### src/rtl/cond_pkg.sv
// Shared condition-code constants and NZCV bit positions for the E-stage
// flag unit and the decode-stage early-branch logic.
package cond_pkg;
   localparam logic [3:0] COND_EQ = 4'h0;
   localparam logic [3:0] COND_NE = 4'h1;
   localparam logic [3:0] COND_CS = 4'h2;
   localparam logic [3:0] COND_CC = 4'h3;
   localparam logic [3:0] COND_MI = 4'h4;
   localparam logic [3:0] COND_PL = 4'h5;
   localparam logic [3:0] COND_VS = 4'h6;
   localparam logic [3:0] COND_VC = 4'h7;
   localparam logic [3:0] COND_HI = 4'h8;
   localparam logic [3:0] COND_LS = 4'h9;
   localparam logic [3:0] COND_GE = 4'hA;
   localparam logic [3:0] COND_LT = 4'hB;
   localparam logic [3:0] COND_GT = 4'hC;
   localparam logic [3:0] COND_LE = 4'hD;
   localparam logic [3:0] COND_AL = 4'hE;
   localparam logic [3:0] COND_NV = 4'hF;

   localparam int N_IDX = 3;
   localparam int Z_IDX = 2;
   localparam int C_IDX = 1;
   localparam int V_IDX = 0;

   localparam logic [1:0] FLAGW_NZ  = 2'b10;
   localparam logic [1:0] FLAGW_CV  = 2'b01;
   localparam logic [1:0] FLAGW_ALL = 2'b11;
endpackage

### src/rtl/cond_check.sv
// Pure combinational ARM condition evaluation of a cond field against NZCV.
module cond_check
   import cond_pkg::*;
(
   input  logic [3:0] cond,
   input  logic [3:0] flags,
   output logic       cond_ex
);
   logic n, z, c, v;

   always_comb begin
      n = flags[N_IDX];
      z = flags[Z_IDX];
      c = flags[C_IDX];
      v = flags[V_IDX];
      cond_ex = 1'b0;
      unique case (cond)
         COND_EQ: cond_ex = z;
         COND_NE: cond_ex = ~z;
         COND_CS: cond_ex = c;
         COND_CC: cond_ex = ~c;
         COND_MI: cond_ex = n;
         COND_PL: cond_ex = ~n;
         COND_VS: cond_ex = v;
         COND_VC: cond_ex = ~v;
         COND_HI: cond_ex = c & ~z;
         COND_LS: cond_ex = ~c | z;
         COND_GE: cond_ex = (n == v);
         COND_LT: cond_ex = (n != v);
         COND_GT: cond_ex = ~z & (n == v);
         COND_LE: cond_ex = z | (n != v);
         COND_AL: cond_ex = 1'b1;
         COND_NV: cond_ex = 1'b0;
         default: cond_ex = 1'b0;
      endcase
   end
endmodule

### src/rtl/cond_flag_unit.sv
// E-stage NZCV register with FlagW-masked update, cond-gated write enables,
// branch resolution against the predictor and saturating squash/mispredict counters.
module cond_flag_unit
   import cond_pkg::*;
#(
   parameter int CNT_W = 16
) (
   input  logic             clk,
   input  logic             reset_n,
   input  logic             ValidE,
   input  logic             StallE,
   input  logic             FlushE,
   input  logic [3:0]       CondE,
   input  logic [1:0]       FlagWE,
   input  logic [3:0]       ALUFlags,
   input  logic             PCSE,
   input  logic             RegWE,
   input  logic             MemWE,
   input  logic             BranchE,
   input  logic             PredTakenE,
   output logic [3:0]       Flags,
   output logic             CondExE,
   output logic             PCSrcE,
   output logic             RegWGE,
   output logic             MemWGE,
   output logic             BrTakenE,
   output logic             MispredictE,
   output logic [CNT_W-1:0] SquashCnt,
   output logic [CNT_W-1:0] MispredCnt
);
   logic [3:0]       flags_q, flags_d;
   logic [CNT_W-1:0] squash_cnt_q, squash_cnt_d;
   logic [CNT_W-1:0] mispred_cnt_q, mispred_cnt_d;
   logic             live, pass, squash;

   // Evaluated against the registered flags only; the setter's result lands at its own edge.
   cond_check u_cond_check (
      .cond    (CondE),
      .flags   (flags_q),
      .cond_ex (CondExE)
   );

   always_comb begin
      live        = ValidE & ~StallE & ~FlushE;
      pass        = live & CondExE;
      squash      = live & ~CondExE;
      PCSrcE      = PCSE & pass;
      RegWGE      = RegWE & pass;
      MemWGE      = MemWE & pass;
      BrTakenE    = BranchE & pass;
      MispredictE = live & BranchE & (BrTakenE != PredTakenE);

      flags_d = flags_q;
      if (pass && FlagWE[1]) begin
         flags_d[N_IDX] = ALUFlags[N_IDX];
         flags_d[Z_IDX] = ALUFlags[Z_IDX];
      end
      if (pass && FlagWE[0]) begin
         flags_d[C_IDX] = ALUFlags[C_IDX];
         flags_d[V_IDX] = ALUFlags[V_IDX];
      end

      squash_cnt_d  = squash_cnt_q;
      mispred_cnt_d = mispred_cnt_q;
      if (squash && !(&squash_cnt_q))
         squash_cnt_d = squash_cnt_q + 1'b1;
      if (MispredictE && !(&mispred_cnt_q))
         mispred_cnt_d = mispred_cnt_q + 1'b1;
   end

   always_ff @(posedge clk or negedge reset_n) begin
      if (!reset_n) begin
         flags_q       <= '0;
         squash_cnt_q  <= '0;
         mispred_cnt_q <= '0;
      end else begin
         flags_q       <= flags_d;
         squash_cnt_q  <= squash_cnt_d;
         mispred_cnt_q <= mispred_cnt_d;
      end
   end

   assign Flags      = flags_q;
   assign SquashCnt  = squash_cnt_q;
   assign MispredCnt = mispred_cnt_q;
endmodule

### config.mk
export PLATFORM = sky130hd
export DESIGN_NAME = cond_flag_unit
export DESIGN_NICKNAME = d
export VERILOG_FILES = /design/src/rtl/cond_pkg.sv /design/src/rtl/cond_check.sv /design/src/rtl/cond_flag_unit.sv
export SDC_FILE = /design/constraint.sdc
export NUM_CORES = 1
export LEC_CHECK = 0
export CORE_MARGIN = 2
export CORE_UTILIZATION = 42
export CTS_BUF_LIST = sky130_fd_sc_hd__clkbuf_16
export DETAILED_ROUTE_END_ITERATION = 10
export PLACE_DENSITY = 0.74
export SETUP_SLACK_MARGIN = 0.02
export SKIP_LAST_GASP = 1
export SYNTH_ARGS = -nofsm -noshare
export SYNTH_HDL_FRONTEND = slang
export SYNTH_HIERARCHICAL = 1
export SYNTH_SLANG_ARGS = --single-unit
### constraint.sdc
create_clock -name clk -period 3.1 [get_ports clk]
set_clock_uncertainty 0.2 [all_clocks]
set_input_delay 0.31 -clock clk [delete_from_list [all_inputs] [get_ports clk]]
set_output_delay 0.31 -clock clk [all_outputs]
set_load 0.005 [all_outputs]
== Word level (Yosys, flattened, before mapping) ==
Index checks and enable logic that the tools add are counted.

* Eq/ne operators: 18
* $add $sub $neg: 2
* Reduce and logical (&&, ||, !) cells: 9
* Bitwise logic cells: 21
* Muxes and demuxes: 1

{| class="wikitable"
|+ Operators with widths
! operator !! count
|-
| 16-bit by 1-bit adder with 16-bit output, second input constant || 2
|-
| 4-bit == test, second input constant || 8
|-
| 16-bit AND reduction || 2
|-
| 4-bit by 3-bit == test with 1-bit output, second input constant || 4
|-
| 1-bit case mux with 16 select lines || 1
|-
| 1-bit bitwise AND || 12
|-
| 4-bit by 2-bit == test with 1-bit output, second input constant || 2
|-
| 1-bit inverter || 7
|-
| 4-bit by 1-bit == test with 1-bit output, second input constant || 1
|-
| 1-bit logical AND || 4
|-
| 4-bit logical NOT || 1
|-
| 1-bit logical NOT || 2
|-
| 1-bit != test || 2
|-
| 1-bit OR || 2
|-
| 1-bit == test || 1
|}

* Input port bits: 20
* Output and inout bits: 42
* Register bits: 36
* Logic and storage cells: 55

== Longest topological paths before layout ==
Gate-level depths: netlist of run 1.

* Word-level depth: 8
* Mapped depth: 11

== Cells and area by module ==
Netlist of run 1, hierarchy kept.

{| class="wikitable"
|+ Modules (own cells, without submodules)
! module !! cells an instance !! times used !! area an instance (µm²) !! seq. area each (µm²)
|-
| cond_flag_unit || 165 || 1 || 1,783.0 || 900.9
|-
| cond_check || 23 || 1 || 155.1 || 0.0
|}

== Least setup slack after synthesis of run 1 ==
OpenSTA, ideal clock, no wires.

* Kind: register -> register
* From: register flags_q[3], in the netlist Flags[3]
* To: register squash_cnt_q[13], in the netlist SquashCnt[13]
* Slack: 0.070 ns
* Required time: 2.821 ns
* Library setup time: 0.079 ns
* Data arrival time: 2.750 ns
* Stages on the path, launching flop included: 10
* Period minus slack after synthesis: 3.030 ns
* Cell sequence: dfrtp_1 -> xor2_1 -> xor2_1 -> a2111oi_1 -> a311oi_1 -> o22ai_1 -> or4b_4 -> or4_4 -> nor3_2 -> xor2_1

* Longest elaborated chain between the ends: 6
* Elaborated cells on any way between the ends: 9

{| class="wikitable"
|+ Ends and longest elaborated chain
! element !! line !! text
|-
| from (decl) || cond_flag_unit.sv:31 || <nowiki>logic [3:0] flags_q, flags_d;</nowiki>
|-
| from (signal assigned) || cond_flag_unit.sv:77 || <nowiki>flags_q <= flags_d;</nowiki>
|-
| 1-bit != test / 1-bit == test (equally long branches) || n/a ||
|-
| 1-bit OR / 1-bit bitwise AND (equally long branches) || cond_check.sv:31, cond_check.sv:30 ||
|-
| 1-bit case mux with 16 select lines (*) || cond_check.sv:17 || <nowiki>unique case (cond)</nowiki>
|-
| net CondExE || cond_flag_unit.sv:22 || <nowiki>output logic CondExE,</nowiki>
|-
| 1-bit inverter (*) || cond_flag_unit.sv:46 || <nowiki>squash = live & ~CondExE;</nowiki>
|-
| 1-bit bitwise AND (*) || cond_flag_unit.sv:46 ||
|-
| 1-bit logical AND (*) || cond_flag_unit.sv:65 || <nowiki>if (squash && !(&squash_cnt_q))</nowiki>
|-
| to (signal assigned) || cond_flag_unit.sv:78 || <nowiki>squash_cnt_q <= squash_cnt_d;</nowiki>
|-
| to (decl) || cond_flag_unit.sv:32 || <nowiki>logic [CNT_W-1:0] squash_cnt_q, squash_cnt_d;</nowiki>
|}

Mark *: on every way through the listed nets, which the timed path passes. The rest lies on a longest branch.
A chain may end at the register's enable or synchronous reset.

== Worst setup path after layout of run 1 ==
* From: register flags_q[3], in the netlist Flags[3]
* To: register squash_cnt_q[15], in the netlist SquashCnt[15]

* Longest elaborated chain between the ends: 6
* Elaborated cells on any way between the ends: 9

{| class="wikitable"
|+ Ends and longest elaborated chain
! element !! line
|-
| 1-bit != test / 1-bit == test (equally long branches) || n/a
|-
| 1-bit OR / 1-bit bitwise AND (equally long branches) || cond_check.sv:31, cond_check.sv:30
|-
| 1-bit case mux with 16 select lines (*) || cond_check.sv:17
|-
| 1-bit inverter (*) || cond_flag_unit.sv:46
|-
| 1-bit bitwise AND (*) || cond_flag_unit.sv:46
|-
| 1-bit logical AND (*) || cond_flag_unit.sv:65
|}

Every way passes the cells marked *; elsewhere a longest branch is shown, timed or not.

==> flow_summary.toml, run 1 <==
[setup_path]
startpoint_type = "flop"
cp.arrival_ns = 2.94
end_kind = "flop"
worstPathRequired_ns = 3.10
critical_path_class = "flop to flop"
max_stage_delay_ns = 0.56
crit_slowest_cell = "or4b_4"
cp_cell_sequence = "xor2_2, xor2_1, a2111oi_2, a311oi_1, o22ai_2, or4b_4, or4_4, nor3_4, xor2_1"
rr_startpoint = "Flags[3]$_DFFE_PN0P_"
critPathTopFamily = "simple AND/OR/NAND/NOR gates"
reg2reg_slack_ns = 0.16
critical_path_peak_fanout = 4
crit_start = "Flags[3]$_DFFE_PN0P_"
reg2reg_to = "SquashCnt[15]$_DFFE_PN0P_"
rr_worst_depth = 9
critPathBufInv = 0
cpMostUsedCell = "xor2_1"

[route]
ant_nets = 0
drcViolationCount = 0
vias = 1752
first_pass_iters = 4
drt_iter0_markers = 90
routed_via_density = 5.49
wl_per_cell_um = 14.4
drt-total-wl_um = 4590

[timing]
fmax_ghz = 0.340
finalHoldViolations = 0
rsz0062_at_grt = "yes"
period_needed_ns = 2.94
period_share_pct = 94.9
tightest_slew_ns = 0.561
finalSetupViolCount = 0
maxSlewViolCount = 0
whs_ns = 0.258
slew_headroom_pct = 62.5
fin_tns_setup_ns = 0

[die]
pin_count = 62
die_area_mm2 = 0.00517
start_util_pct = 43.9
core_area_mm2 = 0.00441
std_cell_rows = 24
die_w_um = 71.9
die_h_um = 71.9

[clock_network]
cts_buffers = 5
tritoncts = "built"
root_buffer = "clkbuf_16"
clk_pin_slew_ns = 0.05
clock_latency_ns = 0.27
cts_max_level = 2
clkSinkCount = 36
cts.hold.buffers_added = 0
clock_path_buffers = 2

[logic_synthesis]
synth_seq_area_share_pct = 46.5
syn_inst = 188
yosysTopAreaCellShare_pct = 46.5
synthesis.nets = 210
yosysUniqueCellTypes = 35
post-synth-top-area-cell = "dfrtp_1"
synthFlopType = "dfrtp_1"
yosys_warnings = 6
syn_area_mm2 = 0.00194
ys_seq_elements = 36
synth.area.top_cells = "dfrtp_1 46%, xor2_1 14%, mux2_2 4.6%"
ys_async_sr_fraction_pct = 100
synth.most_common_cell = "dfrtp_1"
synthTopCellsByCount = "36 x dfrtp_1, 31 x xor2_1, 16 x nand2_1"
synth_edf_count = 0
synth.avg_cell_area_um2 = 10.3

[finish]
area_growth_pct = 50.0
layout-drive-gt1-share_pct = 15.7
fin_nets = 291
num_antenna_cells = 0

[global_routing]
grt_pass1_vias = 1581
grt_max_degree = 37
grt_pass1_wl_um = 7610
gr-usage-all-layers_pct = 18.9
grt.overflow.total = 0
antenna_found_initial = 0

[power]
powerDensity_mw_per_mm2 = 533
ir_worst_vdd_mv = 0.320
power.static_leakage_nw = 1.40

[placed_design]
port_buffers = 61
gp_congestion = 0.772
dp_hpwl_um = 3380

[hold_path]
hold_path_class = "primary input to asynchronous set/reset pin"

[outcome]
status = "finished, final reports clean"

[job]
maxCapViolCount = 0
## state kept, by name, indices dropped and copies added (netlist names)
signal,cells
SquashCnt,16
Flags,4
MispredCnt,16
## cell type report
type                       count  area [um2]
fill                         357        1510
tap                           52        65.1
timing repair buffer          80         768
clock buffer                   5         125
multi-input combinational    144        1040
sequential                    36         901
inverter                       2        7.51
## cell usage in the layout, fill, tap and decap left out, types with 2 or more instances in the layout
cell type,netlist,routed
clkdlybuf4s50_1,0,55
dfrtp_1,36,36
xor2_1,31,30
buf_4,1,18
nand2_1,16,16
nor3_1,12,12
nand4_1,11,11
nor4_1,9,9
and3_1,8,8
mux2_2,8,8
nor2_1,8,8
nand3_1,7,7
clkbuf_16,0,5
dlymetal6s2s_1,0,5
nor3b_1,4,4
nor4b_1,3,3
a21oi_1,3,3
inv_1,2,2
or2_2,2,2
and4_1,2,2
xnor2_1,2,2
nor3_4,0,2
ha_1,2,2
## where the power goes
group	switching, mW	internal, mW
Combinational	0.165	0.301
Clock	0.164	0.283
Sequential	0.0944	0.542
## per-stage QoR
step / instance area [um2] / total power, mW / utilization, % / std cells / worst slack, ns
floorplan: 1940 / 0.796 / - / 188 / 0.0704
global placement: 2710 / 1.08 / 61.3 / 311 / -0.287
detailed placement: 2710 / 1.08 / 61.3 / 311 / -0.379
CTS: 2870 / 1.56 / 65.0 / 317 / 0.00127
global route: 2910 / 1.64 / 65.8 / 319 / -0.0689
finish: 2910 / 1.55 / 65.8 / 319 / 0.157
## worst max-delay path by stage
| stage | end | slack (ns) | cells past startpoint |
|---|---|---|---|
| 4_1_cts | MispredictE | 0.001 | 10 |
| 2_1_floorplan | SquashCnt[13]$_DFFE_PN0P_ | 0.07 | 9 |
| 3_3_place_gp | SquashCnt[15]$_DFFE_PN0P_ | -0.29 | 10 |
| 3_5_place_dp | SquashCnt[13]$_DFFE_PN0P_ | -0.38 | 10 |
| 6_report | SquashCnt[15]$_DFFE_PN0P_ | 0.16 | 9 |
| 5_1_grt | MispredCnt[12]$_DFFE_PN0P_ | -0.07 | 11 |
## cells by family after synthesis
logic type,Yosys count,share of synthesized area [%]
and+or+nand+nor,91,27.2
DFF,36,46.5
xor gates and xnor gates,33,14.9
AOI/OAI and AO/OA,9,3.16
muxes,9,5.16
buffers and inverters,8,1.74
adders and majority gates,2,1.29
## metal layers
layer | routed length [um] | part of all wire (%) | up-vias | global-route usage (%)
met5 | 0 | 0 | - | 0
met1 | 2000 | 44 | 842 | 25.5
li1 | - | - | 841 | -
met3 | 388 | 8.4 | 6 | 6.11
met2 | 2160 | 47 | 63 | 29.3
met4 | 48 | 1.0 | 0 | 5.66
## timing repair
action                                  in CTS  in global routing
endpoints found under the setup margin       9                 12
endpoints found under the hold margin        0                  0
gates resized for setup                      6                  7
buffers inserted                             1                  2
pin swaps                                    5                  6
Power figures use the tool's default switching activity.
==> run 2: changes to the inputs <==
==> constraint.sdc (replaced) <==
create_clock -name clk -period 3.1 [get_ports clk]
set_clock_uncertainty 0.2 [all_clocks]
set_input_delay 0.465 -clock clk [delete_from_list [all_inputs] [get_ports clk]]
set_output_delay 0.465 -clock clk [all_outputs]
set_load 0.005 [all_outputs]
==> flow_summary.toml, run 2 (synthesis results as in run 1) <==
[outcome]
status = "complete, but fails checks"
violations = "setup timing"

[clock_network]
clkSinkCount = 36
clock_latency_ns = 0.28
cts_buffers = 5
cts_max_level = 2
clk_pin_slew_ns = 0.05
tritoncts = "built"
root_buffer = "clkbuf_16"
clock_path_buffers = 2

[finish]
area_growth_pct = 61.4
layout-drive-gt1-share_pct = 25.6
final_core_util_pct = 70.9
num_antenna_cells = 0
final_common_cell = "clkdlybuf4s50_1"
final_cell_mix = "54 x clkdlybuf4s50_1, 36 x dfrtp_1, 30 x xor2_1, 26 x buf_4, 15 x nand2_1"
fin_nets = 303
fillers = 313
final_cells = 333

[placed_design]
place_inst = 312
dp_hpwl_um = 3440
port_buffers = 61
gp_congestion = 0.829
pre_cts_slack_ns = -0.397

[setup_path]
startpoint_type = "flop"
cp_cell_sequence = "xor2_2, xor2_1, a2111oi_2, a311oi_1, o22ai_2, buf_4, or4b_4, or4_4, nor3_4, xor2_1"
cpMostUsedCell = "xor2_1"
critical_path_class = "flop to flop"
crit_start = "Flags[3]$_DFFE_PN0P_"
worstPathRequired_ns = 3.10
end_kind = "flop"
crit_slowest_cell = "or4b_4"
reg2reg_slack_ns = -0.1
critical_path_peak_fanout = 3
max_stage_delay_ns = 0.48
rr_startpoint = "Flags[3]$_DFFE_PN0P_"
cp.arrival_ns = 3.20

[timing]
maxSlewViolCount = 0
rsz0062_at_grt = "yes"
period_share_pct = 103
finalSetupViolCount = 7
setup_ws_ns = -0.0978
finalHoldViolations = 0
tightest_slew_ns = 1.02
fmax_ghz = 0.313
slew_headroom_pct = 31.1
period_needed_ns = 3.20

[route]
ant_nets = 0
first_pass_iters = 4
drt_iter0_markers = 97
vias = 1822
drcViolationCount = 0
routed_via_density = 5.47
wl_per_cell_um = 15.6
drt-total-wl_um = 5190

[job]
maxCapViolCount = 0

[power]
power.static_leakage_nw = 1.49
pwr-share-seq_pct = 38.9
clockPowerShare_pct = 28.5
powerDensity_mw_per_mm2 = 522
intPower_mw = 1.17
power_mw = 1.63
ir_worst_vdd_mv = 0.536
swShare_pct = 28.4
p_sw_uw = 464
p_comb_share_pct = 32.6

[global_routing]
antenna_found_initial = 0
grt_max_degree = 37
gr-usage-all-layers_pct = 19.6
grt.overflow.total = 0
grt_pass1_vias = 1761
grt_pass1_wl_um = 7940

[die]
start_util_pct = 43.9
pin_count = 62
die_h_um = 71.9
die_area_mm2 = 0.00517
core_area_mm2 = 0.00441
die_w_um = 71.9
std_cell_rows = 24

[hold_path]
hold_path_class = "flop to flop"
hp-start = "MispredCnt[15]$_DFFE_PN0P_"
run 2: path summary, 6_finish.rpt:
kind                                              end  cells past startpoint
setup / recovery            SquashCnt[15]$_DFFE_PN0P_                     10
hold / removal             MispredCnt[15]$_DFFE_PN0P_                      1
setup reg to reg            SquashCnt[15]$_DFFE_PN0P_                     10
hold reg to reg            MispredCnt[15]$_DFFE_PN0P_                      1
max in group asynchronous   SquashCnt[14]$_DFFE_PN0P_                      2
min in group asynchronous   SquashCnt[13]$_DFFE_PN0P_                      2
run 2: timing repair:
action                                  in CTS  in global routing
resized for setup                            7                 36
endpoints found under the setup margin      17                 27
hold buffers                                 0                  0
gates cloned                                 0                  1
pin swaps                                    5                 14
setup buffers                               12                  7
run 2: area by class of cell:
cell class	count	area [um2]	area share [%]
multi-input cells	144	1160	37.1
flip-flops and latches	36	901	28.8
repair buffers	92	862	27.6
clock buffers	5	125	4.00
well taps	52	65.1	2.08
clock inverters	2	7.51	0.240
inverters	2	7.51	0.240
run 2: stage by stage:
step           instance area, um2  hold slack, ns  setup TNS, ns
6_report                     3130           0.300         -0.362
3_5_place_dp                 2720           0.298          -8.07
3_3_place_gp                 2720           0.280          -6.81
2_1_floorplan                1950         -0.0306              0
5_1_grt                      3130           0.329          -1.33
4_1_cts                      2960           0.307        -0.0970
run 2: power by group through the flow:
stage / clock [mW] / sequential, mW / combinational, mW
6_report: 0.465 / 0.636 / 0.533
5_1_grt: 0.492 / 0.649 / 0.572
4_1_cts: 0.475 / 0.636 / 0.516
3_5_place_dp: 0 / 0.639 / 0.440
3_3_place_gp: 0 / 0.640 / 0.431
2_1_floorplan: 0 / 0.637 / 0.162
run 2: critical path: cells and delay by family, from the launching register on:
kind	cells	cell delay, ns
xor gates and xnor gates	3	0.65
AOI/OAI and AO/OA	3	0.60
buffers and inverters	1	0.16
and+or+nand+nor	3	1.10
DFF	1	0.40
run 2: layer usage:
layer,vias to the layer above,GRT usage [%],part of all wire [%]
met1,883,24.3,41
met2,63,33.4,51
li1,865,-,-
met4,0,7.76,1.7
met5,-,0,0
met3,11,4.44,5.8
==> run 3: changes to the inputs <==
--- a/config.mk
+++ b/config.mk
@@ -11,6 +11,7 @@
 export DETAILED_ROUTE_END_ITERATION = 10
 export PLACE_DENSITY = 0.74
 export SETUP_SLACK_MARGIN = 0.02
+export SKIP_CTS_REPAIR_TIMING = 1
 export SKIP_LAST_GASP = 1
 export SYNTH_ARGS = -nofsm -noshare
 export SYNTH_HDL_FRONTEND = slang
==> flow_summary.toml, run 3 (synthesis results as in run 1) <==
[die]
die_area_mm2 = 0.00517
die_w_um = 71.9
die_h_um = 71.9
pin_count = 62
std_cell_rows = 24
core_area_mm2 = 0.00441
start_util_pct = 43.9

[route]
ant_nets = 0
drt-total-wl_um = 4900
routed_via_density = 5.41
vias = 1764
drt_iter0_markers = 57
first_pass_iters = 4
wl_per_cell_um = 15.0
drcViolationCount = 0

[timing]
period_needed_ns = 3.06
slew_headroom_pct = 53.2
setup_ws_ns = 0.0430
maxSlewViolCount = 0
period_share_pct = 98.6
finalSetupViolCount = 0
fmax_ghz = 0.327
tightest_slew_ns = 0.695
finalHoldViolations = 0
rsz0062_at_grt = "yes"

[power]
power_mw = 1.60
power.static_leakage_nw = 1.47
ir_worst_vdd_mv = 0.529
powerDensity_mw_per_mm2 = 538

[setup_path]
critical_path_peak_fanout = 12
critPathTopFamily = "simple AND/OR/NAND/NOR gates"
max_stage_delay_ns = 0.47
critical_path_class = "flop to flop"
worstPathRequired_ns = 3.10
cp_cell_sequence = "xor2_2, xor2_1, a2111oi_2, a311oi_1, o22ai_2, buf_4, or4b_4, buf_4, nor4_1, xor2_1"
cp.arrival_ns = 3.05
critPathBufInv = 2
startpoint_type = "flop"
end_kind = "flop"
crit_slowest_cell = "or4b_4"

[hold_path]
hold_path_class = "flop to flop"

[clock_network]
clock_latency_ns = 0.28
clock_path_buffers = 2
clk_pin_slew_ns = 0.05
cts_max_level = 2
clkSinkCount = 36
tritoncts = "built"
cts_buffers = 5
root_buffer = "clkbuf_16"

[placed_design]
dp_hpwl_um = 3440
gp_congestion = 0.829
pre_cts_slack_ns = -0.397
port_buffers = 61

[finish]
final_core_util_pct = 67.2
layout-drive-gt1-share_pct = 18.2
num_antenna_cells = 0
area_growth_pct = 53.1
final_common_cell = "clkdlybuf4s50_1"
fin_nets = 296
final_cell_mix = "53 x clkdlybuf4s50_1, 36 x dfrtp_1, 30 x xor2_1, 23 x buf_4, 16 x nand2_1"

[global_routing]
gr-usage-all-layers_pct = 18.9
antenna_found_initial = 0
grt_pass1_wl_um = 7630
grt.overflow.total = 0
grt_max_degree = 37
grt_pass1_vias = 1685

[outcome]
status = "finished, final reports clean"

[job]
maxCapViolCount = 0
## run 3: cell types whose count changed in the layout (fill, tap and decap cells not counted), moves of 2 or more
cell / before / now
buf_6: 4 / 1
nor3_4: 4 / 1
nor4_1: 4 / 9
nor3_1: 7 / 11
buf_4: 26 / 23
nor4_2: 3 / 0
nor4_4: 2 / 0
dlymetal6s2s_1: 4 / 8
## run 3: path summary, 6_finish.rpt
check | from | end | slack (ns) | depth (start not counted)
max in group asynchronous | reset_n | SquashCnt[0]$_DFFE_PN0P_ | 1.97 | 2
min in group asynchronous | reset_n | SquashCnt[13]$_DFFE_PN0P_ | 0.40 | 2
min | MispredCnt[15]$_DFFE_PN0P_ | MispredCnt[15]$_DFFE_PN0P_ | 0.30 | 1
max | Flags[0]$_DFFE_PN0P_ | SquashCnt[9]$_DFFE_PN0P_ | 0.04 | 10
min reg2reg | MispredCnt[15]$_DFFE_PN0P_ | MispredCnt[15]$_DFFE_PN0P_ | 0.30 | 1
max reg2reg | Flags[0]$_DFFE_PN0P_ | SquashCnt[9]$_DFFE_PN0P_ | 0.04 | 10
## run 3: layout make-up
class | count | area (um2)
tap | 52 | 65.1
multi-input combinational | 144 | 1050
sequential | 36 | 901
fill | 342 | 1450
clock inverter | 2 | 7.51
timing repair buffer | 85 | 815
clock buffer | 5 | 125
inverter | 2 | 7.51
## run 3: metrics by stage
stage	TNS (ns)	std cells	hold slack, ns	instance area [um2]
floorplan	0	188	-0.0306	1950
detailed placement	-8.07	312	0.298	2720
global placement	-6.81	312	0.280	2720
finish	0	326	0.303	2970
global route	-0.208	326	0.329	2970
CTS	-2.73	319	0.307	2850
## run 3: routing by layer
metal | global-route usage, % | vias up | part of all wire, %
met3 | 4.31 | 8 | 4.9
met4 | 6.71 | 0 | 1.1
met5 | 0 | - | 0
met2 | 32.3 | 43 | 49
met1 | 23.5 | 860 | 44
li1 | - | 853 | -
## run 3: where the power goes
| part | total, mW | internal, mW | switching, mW | leakage (nW) |
|---|---|---|---|---|
| combinational | 0.492 | 0.317 | 0.176 | 0.921 |
| sequential | 0.637 | 0.542 | 0.0948 | 0.483 |
| clock | 0.466 | 0.287 | 0.179 | 0.0648 |
